==> config.mk <==
export PLATFORM = sky130hd
export DESIGN_NAME = led_pattern_sched
export DESIGN_NICKNAME = d
export VERILOG_FILES = /design/src/rtl/led_pattern_sched_pkg.sv /design/src/rtl/led_pattern_sched_prescaler.sv /design/src/rtl/led_pattern_sched.sv
export SDC_FILE = /design/constraint.sdc
export NUM_CORES = 1
export LEC_CHECK = 0
export BUFFER_PORTS_ARGS = -buffer_cell sky130_fd_sc_hd__buf_4
export CAP_MARGIN = 40
export CORE_MARGIN = 3
export CORE_UTILIZATION = 45
export DETAILED_ROUTE_END_ITERATION = 16
export GPL_TIMING_DRIVEN = 0
export PLACE_DENSITY_LB_ADDON = 0.25
export SLEW_MARGIN = 0
export SYNTH_ARGS = -nofsm -noshare
export SYNTH_HDL_FRONTEND = slang
export SYNTH_HIERARCHICAL = 1
export SYNTH_SLANG_ARGS = --single-unit
export TNS_END_PERCENT = 30
==> constraint.sdc <==
create_clock -name clk -period 4.7 [get_ports clk]
set_clock_uncertainty 0.2 [all_clocks]
set_input_delay 0 -clock clk [delete_from_list [all_inputs] [get_ports clk]]
set_output_delay 0 -clock clk [all_outputs]
set_load 0.005 [all_outputs]
==> src/rtl/led_pattern_sched_pkg.sv <==
// Shared types and constants for the LED pattern sequencer.
// The control word layout matches the GPIO blink-LED driver: [31:30] mode, [29:0] half-period / 4.
package led_pattern_sched_pkg;

  typedef enum logic [1:0] {
    ST_IDLE = 2'd0,
    ST_RUN  = 2'd1,
    ST_HOLD = 2'd2
  } sched_state_e;

  localparam logic [1:0]  LED_OFF        = 2'b00;
  localparam logic [1:0]  LED_ON         = 2'b11;
  localparam logic [31:0] CTRL_OFF       = {LED_OFF, 30'h0};
  localparam int          TICK_DIV_33MHZ = 33000;

endpackage

==> src/rtl/led_pattern_sched_prescaler.sv <==
// Duration-tick prescaler: counts 0..TICK_DIV-1 while enabled, tick on the last count.
// clr has priority over en so a step load always restarts a full tick period.
module led_tick_prescaler #(
  parameter int TICK_DIV = 33000
) (
  input  logic clk,
  input  logic reset,
  input  logic clr,
  input  logic en,
  output logic tick
);

  localparam int PW = (TICK_DIV > 2) ? $clog2(TICK_DIV) : 1;

  logic [PW-1:0] cnt_q, cnt_d;
  logic          at_top;

  assign at_top = (cnt_q == PW'(TICK_DIV - 1));
  assign tick   = en && at_top;

  always_comb begin
    cnt_d = cnt_q;
    if (clr) begin
      cnt_d = '0;
    end else if (en) begin
      cnt_d = at_top ? '0 : cnt_q + PW'(1);
    end
  end

  always_ff @(posedge clk) begin
    if (reset) begin
      cnt_q <= '0;
    end else begin
      cnt_q <= cnt_d;
    end
  end

endmodule

==> src/rtl/led_pattern_sched.sv <==
// Steps one LED driver's control word through a programmable (word, duration) table,
// with a level override that pre-empts the table and lets the sequence resume afterwards.
//
//   state   | meaning
//   --------+-----------------------------------------------------------
//   ST_IDLE | no sequence; control = off, or ovr_ctrl while ovr_valid
//   ST_RUN  | showing table entry step_idx, duration countdown active
//   ST_HOLD | override shown, countdown frozen, step_idx is resume point
module led_pattern_sched
  import led_pattern_sched_pkg::*;
#(
  parameter  int STEPS    = 8,
  parameter  int TICK_DIV = TICK_DIV_33MHZ,
  parameter  int DUR_W    = 16,
  localparam int AW       = $clog2(STEPS)
) (
  input  logic             clk,
  input  logic             reset,
  input  logic             cfg_we,
  input  logic [AW-1:0]    cfg_addr,
  input  logic [31:0]      cfg_ctrl,
  input  logic [DUR_W-1:0] cfg_dur,
  input  logic             cfg_last,
  input  logic             loop_en,
  input  logic             start,
  input  logic             stop,
  input  logic             ovr_valid,
  input  logic [31:0]      ovr_ctrl,
  output logic [31:0]      control,
  output logic             busy,
  output logic [AW-1:0]    step_idx,
  output logic             done
);

  // table storage is deliberately not reset
  logic [31:0]      tbl_ctrl_q [STEPS];
  logic [31:0]      tbl_ctrl_d [STEPS];
  logic [DUR_W-1:0] tbl_dur_q  [STEPS];
  logic [DUR_W-1:0] tbl_dur_d  [STEPS];
  logic [STEPS-1:0] tbl_last_q, tbl_last_d;

  always_comb begin
    tbl_ctrl_d = tbl_ctrl_q;
    tbl_dur_d  = tbl_dur_q;
    tbl_last_d = tbl_last_q;
    if (cfg_we) begin
      tbl_ctrl_d[cfg_addr] = cfg_ctrl;
      tbl_dur_d[cfg_addr]  = cfg_dur;
      tbl_last_d[cfg_addr] = cfg_last;
    end
  end

  always_ff @(posedge clk) begin
    tbl_ctrl_q <= tbl_ctrl_d;
    tbl_dur_q  <= tbl_dur_d;
    tbl_last_q <= tbl_last_d;
  end

  sched_state_e     state_q, state_d;
  logic [31:0]      control_q, control_d;
  logic [AW-1:0]    step_q, step_d;
  logic [DUR_W-1:0] dur_q, dur_d;
  logic             busy_q, busy_d;
  logic             done_q, done_d;
  logic             presc_clr, presc_en, tick;
  logic             load_en;
  logic [AW-1:0]    load_idx;

  led_tick_prescaler #(
    .TICK_DIV (TICK_DIV)
  ) u_prescaler (
    .clk   (clk),
    .reset (reset),
    .clr   (presc_clr),
    .en    (presc_en),
    .tick  (tick)
  );

  always_comb begin
    state_d   = state_q;
    control_d = control_q;
    step_d    = step_q;
    dur_d     = dur_q;
    done_d    = 1'b0;
    presc_clr = 1'b0;
    presc_en  = 1'b0;
    load_en   = 1'b0;
    load_idx  = '0;

    if (stop) begin
      done_d    = (state_q != ST_IDLE);
      state_d   = ST_IDLE;
      control_d = ovr_valid ? ovr_ctrl : CTRL_OFF;
      step_d    = '0;
      dur_d     = '0;
      presc_clr = 1'b1;
    end else if (start) begin
      state_d   = ovr_valid ? ST_HOLD : ST_RUN;
      control_d = ovr_ctrl;
      load_en   = 1'b1;
    end else begin
      unique case (state_q)
        ST_IDLE: control_d = ovr_valid ? ovr_ctrl : CTRL_OFF;
        ST_RUN, ST_HOLD: begin
          if (ovr_valid) begin
            state_d   = ST_HOLD;
            control_d = ovr_ctrl;
          end else begin
            state_d = ST_RUN;
            // the release edge counts as a run cycle so the override does not
            // steal display time from the entry
            if (state_q == ST_HOLD) control_d = tbl_ctrl_q[step_q];
            if (dur_q != '0) begin
              presc_en = 1'b1;
              if (tick) begin
                if (dur_q == DUR_W'(1)) begin
                  if (tbl_last_q[step_q] || (step_q == AW'(STEPS - 1))) begin
                    if (loop_en) begin
                      load_en = 1'b1;
                    end else begin
                      state_d   = ST_IDLE;
                      control_d = CTRL_OFF;
                      done_d    = 1'b1;
                      step_d    = '0;
                      dur_d     = '0;
                      presc_clr = 1'b1;
                    end
                  end else begin
                    load_en  = 1'b1;
                    load_idx = step_q + AW'(1);
                  end
                end else begin
                  dur_d = dur_q - DUR_W'(1);
                end
              end
            end
          end
        end
        default: begin
          state_d   = ST_IDLE;
          control_d = CTRL_OFF;
        end
      endcase
    end

    // loads read the registered table, so a same-cycle write is not seen
    if (load_en) begin
      step_d    = load_idx;
      dur_d     = tbl_dur_q[load_idx];
      presc_clr = 1'b1;
      if (state_d == ST_RUN) control_d = tbl_ctrl_q[load_idx];
    end

    busy_d = (state_d != ST_IDLE);
  end

  always_ff @(posedge clk) begin
    if (reset) begin
      state_q   <= ST_IDLE;
      control_q <= CTRL_OFF;
      step_q    <= '0;
      dur_q     <= '0;
      busy_q    <= 1'b0;
      done_q    <= 1'b0;
    end else begin
      state_q   <= state_d;
      control_q <= control_d;
      step_q    <= step_d;
      dur_q     <= dur_d;
      busy_q    <= busy_d;
      done_q    <= done_d;
    end
  end

  assign control  = control_q;
  assign busy     = busy_q;
  assign step_idx = step_q;
  assign done     = done_q;

endmodule

# Word level (Yosys, flattened, before mapping)

Index checks and enable logic that the tools add are counted.
Widths: inputs -> output; s select.

Add/subtract/negate cells: 3
Multiply operators: 0
Div/mod/pow operators: 0
$lt $le $gt $ge: 7
Equal/unequal tests: 11
Shift operators: 0
Muxes and demuxes: 97
Bitwise logic cells: 3
Reduce and logical (&&, ||, !) cells: 17

Operator list:

| kind                  | count |
|---|---|
| $mux 32               | 17 |
| $bwmux 256            | 1 |
| $mux 16               | 14 |
| $bmux 32 s3           | 2 |
| $bwmux 128            | 1 |
| $demux 32 s3          | 1 |
| $pmux 32 s2           | 1 |
| $mux 3                | 18 |
| $bmux 16 s3           | 1 |
| $demux 16 s3          | 1 |
| $mux 1                | 32 |
| $add 16x1->16 const B | 1 |
| $eq 16x1->1 const B   | 1 |
| $eq 16x16->1 const B  | 1 |
| $reduce_bool 16->1    | 1 |
| $sub 16x1->16 const B | 1 |
| $reduce_bool 3->1     | 5 |
| $ge 4x4->1 const B    | 3 |
| $not 3->4             | 3 |
| $bwmux 8              | 1 |
| $lt 3x4->1 const B    | 2 |
| $mux 2                | 4 |
| $reduce_and 8->1      | 1 |
| $reduce_and 7->1      | 1 |
| other kinds (18)      | 24 |

Register bits after elaboration: 463
Bits in latches: 0
Memory bits (writable): 0
Memory bits (read-only): 0
Bits of input ports: 91
Output and inout bits: 37
Word-level logic and storage cells: 162
Memories: 0

# Longest topological paths before layout

Gate-level depths: netlist of run 1.

Word-level depth: 19
Gate-level depth with buffers: 16
Depth with buffers taken out: 14

# Cells and area by module

Netlist of run 1, hierarchy kept.

Modules (own cells, without submodules):

| module             | instances | cells each | area each (um^2) | sequential area each (um^2) |
|---|---|---|---|---|
| led_pattern_sched  | 1         | 1292       | 20186.9          | 12872.3 |
| led_tick_prescaler | 1         | 85         | 759.5            | 320.3 |

# Worst setup path after synthesis of run 1

Ideal clock, no wire load.

Path kind: in2reg
Start: input port cfg_addr[0]
End: register tbl_ctrl_q[224] (netlist name) (enable)
Setup time: 517 ps
Arrival time: 3525 ps
Data required time: 3983 ps
Path slack: 458 ps
Stages on the path: 2
Path buffers: 0
Cells stage by stage: nand2b_1 > nor3_1

RTL lines:

| element              | line                    | text |
|---|---|---|
| start, declared      | led_pattern_sched.sv:20 | `input logic [AW-1:0] cfg_addr,` |
| end signal, assigned | led_pattern_sched.sv:54 | `tbl_ctrl_q <= tbl_ctrl_d;` |
| end, declared        | led_pattern_sched.sv:36 | `logic [31:0] tbl_ctrl_q [STEPS];` |

# Final worst setup path of run 1

Start: register dur_q[9]
End: register control_q[29] (netlist: control[29])

Longest elaborated chain between the ends: 19
Elaborated cells on any way between the ends: 43
Those cells by class: 2 x eq/ne; 38 x mux; 1 x bitwise; 2 x reduce/logical

Ends and longest elaborated chain:

| element                                    | line                              | text |
|---|---|---|
| start, declared                            | led_pattern_sched.sv:62           | `logic [DUR_W-1:0] dur_q, dur_d;` |
| start signal, assigned                     | led_pattern_sched.sv:169          | `dur_q <= dur_d;` |
| $reduce_bool 16->1 (*)                     | led_pattern_sched.sv:113          | `if (dur_q != '0) begin` |
| $mux 1 (*)                                 | led_pattern_sched.sv:113          |  |
| $mux 1 (*)                                 | led_pattern_sched.sv:105          | `if (ovr_valid) begin` |
| $mux 1 (*)                                 | led_pattern_sched.sv:102          | `unique case (state_q)` |
| $mux 1 (*)                                 | led_pattern_sched.sv:97           | `end else if (start) begin` |
| $mux 1 (*)                                 | led_pattern_sched.sv:90           | `if (stop) begin` |
| net presc_en                               | led_pattern_sched.sv:65           | `logic presc_clr, presc_en, tick;` |
| $logic_and 1x1->1 (*)                      | led_pattern_sched_prescaler.sv:19 | `assign tick = en && at_top;` |
| net tick                                   | led_pattern_sched.sv:65           |  |
| (+3 left out)                              | n/a                               |  |
| $mux 3                                     | led_pattern_sched.sv:102          |  |
| $mux 3                                     | led_pattern_sched.sv:97           |  |
| $mux 3                                     | led_pattern_sched.sv:90           |  |
| $not 3->4 (implied by the code)            | led_pattern_sched.sv:151          | `if (state_d == ST_RUN) control_d = tbl_ctrl_q[load_idx];` |
| $bmux 32 s3                                | led_pattern_sched.sv:151          |  |
| $mux 32 (implied by the code) (2 in a row) | led_pattern_sched.sv:151          |  |
| $mux 32                                    | led_pattern_sched.sv:151          |  |
| $mux 32 (*)                                | led_pattern_sched.sv:147          | `if (load_en) begin` |
| end signal, assigned                       | led_pattern_sched.sv:167          | `control_q <= control_d;` |
| end, declared                              | led_pattern_sched.sv:60           | `logic [31:0] control_q, control_d;` |

The timed path passes the listed nets; every way through them passes the cells marked *. The select of a mux whose other input is x is not followed.
A chain may end at the register's enable or synchronous reset.

==> results.md, run 1 <==
Status:
- The flow ran to the end, and the final reports show no timing, DRC or antenna violations.

Critical path:
- At the worst endpoint, the arrival time is 4890 ps.
- The slack of the worst reg-to-reg path is 100 ps.
- The kind of capture point of the worst setup path is a flip-flop.
- The type of the setup path with the least slack is flip-flop to flip-flop.
- Walking the worst path, the cells encountered are or4_4 -> or4b_4 -> buf_6 -> o31a_1 -> and3_1 -> nand2b_1 -> nor3_4 -> nor4bb_2 -> o211ai_1 -> or4_4 -> buf_4 -> nor3_1 -> o21a_1 -> a211o_1 -> a211oi_1.
- In this design, the stage delay of the slowest critical-path cell is 600 ps.
- Of all nets on the critical path, the largest fanout is 10.
- The number of cells on the worst reg-to-reg path is 15.
- Among all stages on the critical path, the largest delay is contributed by sky130_fd_sc_hd__or4b_4.
- The worst setup path is launched from a flip-flop.
- By instance count, the cell type seen most on the critical path is sky130_fd_sc_hd__or4_4.
- Data on the critical path is required at its endpoint by 4990 ps.

Clock tree:
- The count of clock tree sinks is 463.
- No sink is reached through more buffers than the 3 on the longest clock path.
- In this run, CTS created clock tree buffers numbering 50.
- The CTS tree is built.
- The H-tree depth reported by CTS is 2.
- The clock root buffer is sky130_fd_sc_hd__clkbuf_16.
- The clock reaches the later pin of the worst-skew pair after 600 ps.
- After clock tree synthesis, the clock-pin slew on the worst setup and hold paths is 60 ps.

Global route:
- The via count of the first global-routing pass came to 14857.
- Entering global routing, the biggest net connects 23 pins.
- The first-pass GRT wire length is 94030 um.
- The overall track demand over capacity in global routing is 25.21%.
- The remaining global-route overflow is 0.
- The initial antenna violation count is 0.

Logic synthesis:
- After synthesis, the cell types taking the most area are sky130_fd_sc_hd__edfxtp_1 56%, sky130_fd_sc_hd__mux4_2 11%, sky130_fd_sc_hd__dfxtp_1 6.8%.
- The number of different library cells in the post-synthesis netlist is 66.
- The synthesized design contains 392 enable-type register cells.
- The most used standard cell by instance count after synthesis is sky130_fd_sc_hd__edfxtp_1.
- A synthesized cell averages 15.21 um^2.
- The synthesized netlist occupies a cell area of 20950 um^2.
- The share of synthesized area in the top cell type comes to 56.20%.
- The share of synthesized registers carrying an async set or reset is 0%.
- In the synthesized netlist, the cells that appear most often are 392 x sky130_fd_sc_hd__edfxtp_1, 105 x sky130_fd_sc_hd__a211oi_1, 100 x sky130_fd_sc_hd__mux4_2.
- The library cell with the largest summed area after synthesis is sky130_fd_sc_hd__edfxtp_1.
- The net count after synthesis is 1477.
- Among all flip-flop cells after synthesis, the most frequent one is sky130_fd_sc_hd__edfxtp_1.
- After synthesis the netlist holds a flip-flop and latch count of 463.
- The sequential share of the synthesized area is 62.98%.
- The number of cells produced by synthesis is 1377.
- The number of synthesis warnings is 6.

Placed design:
- The total of buffers placed on input and output ports is 126.
- At the placement stage, the worst setup path has a slack of -924.6 ps.
- The half-perimeter wire length after placement is 43370 um.
- At the end of routability-driven placement, the weighted congestion stood at 0.9210.
- Once placement finished, the instance area stood at 23390 um^2.

Timing:
- For the pin with the worst max-slew slack, the measured transition is 958.6 ps.
- The period utilization is 97.85%.
- The final count of hold timing violations is 0.
- After layout, the worst setup slack is 100.9 ps.
- Setup violations remaining at the end of the flow were counted as 0.
- Setup repair after global routing left no endpoint under its margin.
- The max-slew violation count is 0.
- Headroom to the max-slew limit came out at 36.09%.
- The worst path in the final design needs a cycle of 4599 ps, including I/O delays and setup.
- The achievable clock frequency is 217.4 MHz.

Power:
- The areal power density over the cells is 351.0 nW/um^2.
- The leakage power summed over all cells is 8.965 nW.
- The power after layout is 9.293 mW.
- Across the VDD grid, the largest voltage drop is 0.2913 mV.

Final layout:
- The finished cells cover 26470 um^2.
- The ratio of cells with drive above 1 in the final layout is 25.28%.
- The area growth from synthesis to final layout is 26.38%.
- The number of filler cells placed in the layout is 3579.
- For this run, the post-layout net count is 1830.

Detailed routing:
- The total number of vias is 14738.
- The iteration-0 DRC count of the detailed router is 1545.
- The first-pass iteration count of the detailed router is 5.
- The routed length per instance is 26.57 um.
- The DRC violation count after routing is 0.
- In this run the remaining antenna-violating nets after routing total 0.
- The overall routed net length is 63050 um.
- The routed via count divided by cell count is 6.211.

Floorplan:
- The area of the die is 49170 um^2.
- The number of top-level design ports is 128.
- The initialized floorplan defines 78 standard-cell rows.
- The core outline area is 45670 um^2.
- From bottom edge to top edge, the die measures 221.8 um.
- Measured along the x axis, the die boundary spans 221.8 um.
- The initial utilization of the core area, before any placement, comes to 45.86%.

Worst hold path:
- The worst hold path belongs to the class input port to flip-flop.
- The worst hold path was traced through 2 stages.

Flow run:
- The tool flagged a number of max-cap violations equal to 0.
## stage by stage
step                      cells  utilization [%]  TNS [ps]  hold slack, ps
after global placement     2103            49.58   -634100           32.69
after detailed placement   2152            51.22    -32770           31.68
after floorplan            1377                -         0          -101.1
after global routing       2372            57.96         0           17.62
after CTS                  2372            57.83         0          0.8298
final                      2373            57.96         0           17.35
## path summary, 6_finish.rpt
check | from | endpoint
min | cfg_ctrl[23] | tbl_ctrl_q[119]
min reg2reg | u_prescaler/cnt_q[14] | u_prescaler/cnt_q[14]
max reg2reg | dur_q[9] | control[29]
max | dur_q[9] | control[29]
## layout make-up
class | instances | area [um^2] | area share (%)
Antenna cell | 1 | 2.502 | 0.009453
Buffer | 93 | 414.1 | 1.564
Clock buffer | 72 | 1414 | 5.341
Clock inverter | 22 | 255.2 | 0.9642
Inverter | 15 | 56.30 | 0.2127
Multi-Input combinational cell | 803 | 7456 | 28.16
Sequential cell | 463 | 13190 | 49.83
Tap cell | 600 | 750.7 | 2.836
Timing Repair Buffer | 304 | 2932 | 11.07
## cells by family (layout without fill, tap and decap cells)
family                   Yosys count  count (layout)  synth area share [%]
multiplexers                     233             233                 17.33
XOR/XNOR                          26              26                 1.087
buffers and inverters            111             506                 2.085
AND/OR/NAND/NOR                  225             225                 5.442
other                              0               1                     0
flip-flops                       463             463                 62.98
adder cells (fa/ha/maj)            9               9                0.5376
AO/OA/AOI/OAI                    310             310                 10.53
## cell usage in the layout, fill, tap and decap left out, types with 9 or more instances in the layout
| master | n |
|---|---|
| sky130_fd_sc_hd__edfxtp_1 | 392 |
| sky130_fd_sc_hd__buf_4 | 142 |
| sky130_fd_sc_hd__dlygate4sd3_1 | 128 |
| sky130_fd_sc_hd__a211oi_1 | 105 |
| sky130_fd_sc_hd__mux4_2 | 100 |
| sky130_fd_sc_hd__mux2i_1 | 95 |
| sky130_fd_sc_hd__nor2_1 | 81 |
| sky130_fd_sc_hd__dfxtp_1 | 71 |
| sky130_fd_sc_hd__clkbuf_1 | 65 |
| sky130_fd_sc_hd__o21ai_0 | 50 |
| sky130_fd_sc_hd__clkbuf_16 | 50 |
| sky130_fd_sc_hd__mux2_2 | 38 |
| sky130_fd_sc_hd__a21o_1 | 32 |
| sky130_fd_sc_hd__a21oi_1 | 31 |
| sky130_fd_sc_hd__o32ai_1 | 30 |
| sky130_fd_sc_hd__nand3_1 | 24 |
| sky130_fd_sc_hd__nand2_1 | 22 |
| sky130_fd_sc_hd__nor3_1 | 21 |
| sky130_fd_sc_hd__buf_6 | 18 |
| sky130_fd_sc_hd__xnor2_1 | 18 |
| sky130_fd_sc_hd__buf_1 | 17 |
| sky130_fd_sc_hd__inv_1 | 14 |
| sky130_fd_sc_hd__clkbuf_2 | 11 |
| sky130_fd_sc_hd__a22oi_1 | 10 |
| sky130_fd_sc_hd__nand2b_1 | 9 |
| sky130_fd_sc_hd__nor2_4 | 9 |
| sky130_fd_sc_hd__ha_1 | 9 |
| sky130_fd_sc_hd__buf_8 | 9 |
## registers in the layout, summed over array words and instances, names as in the netlist
register / flops
state_q: 2
tbl_ctrl_q: 256
tbl_last_q: 8
dur_q: 16
step_idx: 3
control: 32
u_prescaler/cnt_q: 16
tbl_dur_q: 128
done: 1
busy: 1
## where the power goes
part	total (mW)	switching, mW	internal [mW]
logic	0.631	0.323	0.308
registers	4.67	0.0714	4.60
clock network	3.99	1.62	2.37
## worst max-delay path, delay by kind of cell (launching register included)
family	cells	cell delay, ps
buffers and inverters	2	430
flip-flops	1	360
AO/OA/AOI/OAI	5	1300
AND/OR/NAND/NOR	8	2190
## repair_timing
item,in CTS,in global routing
hold buffers,128,0
setup endpoints to repair,61,54
buffers inserted,1,0
endpoints found under the hold margin,601,0
pin swaps,0,1
gates resized for setup,26,26
## metal layers
layer  track usage [%]  up-vias  routed length (um)
met5                 0        -                   0
met4             7.059        0                1778
met3             4.435      123                5999
met2             40.67      832               29780
met1             35.53     7448               25490
li1                  -     6335                   -
(Power assumes the default switching activity.)
==> inputs of run 2 (changes only) <==
--- a/config.mk
+++ b/config.mk
@@ -7,7 +7,6 @@
 export LEC_CHECK = 0
 export BUFFER_PORTS_ARGS = -buffer_cell sky130_fd_sc_hd__buf_4
 export CAP_MARGIN = 40
-export CORE_MARGIN = 3
 export CORE_UTILIZATION = 45
 export DETAILED_ROUTE_END_ITERATION = 16
 export GPL_TIMING_DRIVEN = 0
==> run 2 against run 1 <==
- cell area is 0.77% lower
- global-route usage is 1.2 points higher
- critical endpoint is now control[14]
- count of clock-buffer cells in the layout is 13 lower
- clock power is 11% lower
==> results.md, run 2 (same netlist as run 1, synthesis figures left out) <==
Final layout:
- Cells with a size suffix above 1 make up 24.59% of the layout.
- The number of flip-flops under the largest register name is 256.
- The top cell types in the final layout, fill and taps aside, are 392 x sky130_fd_sc_hd__edfxtp_1, 138 x sky130_fd_sc_hd__buf_4, 126 x sky130_fd_sc_hd__dlygate4sd3_1, 105 x sky130_fd_sc_hd__a211oi_1, 100 x sky130_fd_sc_hd__mux4_2.
- The commonest non-fill, non-tap cell in the layout is sky130_fd_sc_hd__edfxtp_1.
- The final net count is 1830.
- Relative to the synthesized area, the layout overhead comes to 25.42%.
- Cells fill 57.52% of the core in the end.
- Ranked by flip-flop count, first place goes to tbl_ctrl_q.

Critical path:
- The kind of capture point of the worst setup path is a flip-flop.
- The slowest stage of the critical path belongs to the cell sky130_fd_sc_hd__or4b_4.
- The endpoint arrival time on the critical path is 4780 ps.
- The largest fanout on the critical path is 10.
- The slack of the worst reg-to-reg path is 200 ps.
- The longest individual stage delay on the worst path is 590 ps.
- The critical path in this run is classified as flip-flop to flip-flop.
- The critical path goes through or4_4 -> or4b_4 -> buf_6 -> o31a_1 -> and3_1 -> nand2b_4 -> nor3_4 -> nor4bb_2 -> o211ai_1 -> nor4_4 -> nand2_1 -> buf_2 -> o32ai_1 -> a21o_1 -> a211oi_1.
- The kind of cell with the highest combined delay along the critical path is simple AND/OR/NAND/NOR gates.
- Counting both buffers and inverters, the worst setup path holds a total of 2.
- The worst setup path is launched from a flip-flop.
- The required time at the endpoint of the critical path is 4980 ps.

Global route:
- The via count of the first global-routing pass is 14450.
- The initial antenna violation count is 0.
- Global routing used 26.40% of the available tracks.
- The remaining global-route overflow is 0.
- The first global-routing pass estimated 91680 um of wire.
- The pin count of the biggest net entering global routing is 23.

Floorplan:
- The die covers 47420 um^2.
- The floorplan die width is 217.8 um.
- From bottom edge to top edge, the die measures 217.8 um.
- After floorplanning, the core was sized to cover 45670 um^2.
- The count of standard-cell rows is 78.
- The number of top-level design ports is 128.
- The initial standard-cell utilization of the core is 45.86%.

Detailed routing:
- The routed via count divided by cell count is 6.181.
- The routed length per instance is 26.18 um.
- For this run, design rule violations remaining after detail routing come to 0.
- The total number of vias is 14649.
- After detailed routing, the total wire length is 62050 um.
- The count of nets left with antenna violations once routing finished came out at 0.
- The first routing iteration left 1591 violations.
- The first-pass iteration count of the detailed router is 5.

Power:
- The design draws 8.852 mW.
- Summed over all cells, the static leakage comes to 8.884 nW.
- VDD sags by at most 0.3124 mV.
- Power spread over the standard cell area amounts to 337.0 nW/um^2.

Timing:
- The worst pin sits at a relative slew slack of 36.72%.
- Timing would allow up to 222.3 MHz.
- The worst path needs 4498 ps of the cycle, external delays included.
- The max-slew violation count is 0.
- The number of setup violations in the final report is 0.
- The slew of the pin with the lowest slew margin is 949.2 ps.
- The worst path uses 95.70% of the clock period.
- Setup repair after global routing left no endpoint under its margin.
- The final count of hold timing violations is 0.

Clock tree:
- TritonCTS built the clock tree.
- The clock-pin slew on the worst setup and hold paths is 60 ps.
- The tree built by TritonCTS fans out to 463 sinks.
- The deepest clock path buffer count is 3.
- The clock root buffer is sky130_fd_sc_hd__clkbuf_16.
- The clock insertion delay at the later pin of the skew report is 590 ps.
- Buffers inserted during clock tree synthesis total 49.
- The H-tree was split into 2 levels.

Placed design:
- The count of buffers added on input and output ports is 126.
- The congestion estimate from routability-driven global placement came to 0.9134.
- After legalization and detailed placement, the total HPWL measured 42420 um.

Worst hold path:
- The worst hold path class is input port to flip-flop.

Flow run:
- The tool flagged a number of max-cap violations equal to 0.

Status:
- The run finished with clean final reports.
run 2: path summary, 6_finish.rpt:
path,endpoint,cells after the start,from
worst max-delay path,control[14],15,dur_q[9]
worst min-delay path,tbl_ctrl_q[81],2,cfg_ctrl[17]
worst max register to register,control[14],15,dur_q[9]
worst min register to register,u_prescaler/cnt_q[15],2,u_prescaler/cnt_q[15]
run 2: area by class of cell:
class,count,area (um^2)
fillers,3601,19400
flip-flops and latches,463,13190
multi-input cells,803,7443
repair buffers,305,2977
clock buffers,59,1264
well taps,600,750.7
plain buffers,93,409.1
clock inverters,31,175.2
inverters,15,56.30
diodes,1,2.502
run 2: stage by stage:
stage	instances	TNS (ps)	hold slack (ps)	cell area, um^2	setup WS [ps]
global route	2369	0	14.62	26270	34.18
detailed placement	2155	-30510	36.28	23460	-779.4
global placement	2103	-668900	32.68	22640	-4110
finish	2370	0	18.14	26270	202.3
CTS	2370	0	3.189	26220	20.50
floorplan	1377	0	-101.1	20950	458.0
run 2: power by group:
group / leakage, nW / total [mW] / internal (mW) / switching (mW)
Clock: 0.712 / 3.55 / 1.97 / 1.58
Combinational: 4.03 / 0.630 / 0.309 / 0.321
Sequential: 4.14 / 4.68 / 4.60 / 0.0723
run 2: routing by layer:
layer,GRT usage (%),share of wire [%]
met1,36.59,41
met2,42.39,47
met4,7.949,3.0
met5,0,0
met3,4.937,9.0
run 2: repair_timing:
item                       4_1_cts  5_1_grt
setup endpoints to repair       51       51
gates cloned                     0        0
pin swaps                        0        1
resized for setup               23       21
hold endpoints to repair       569        0
hold buffers                   126        0
buffers inserted                 1        0
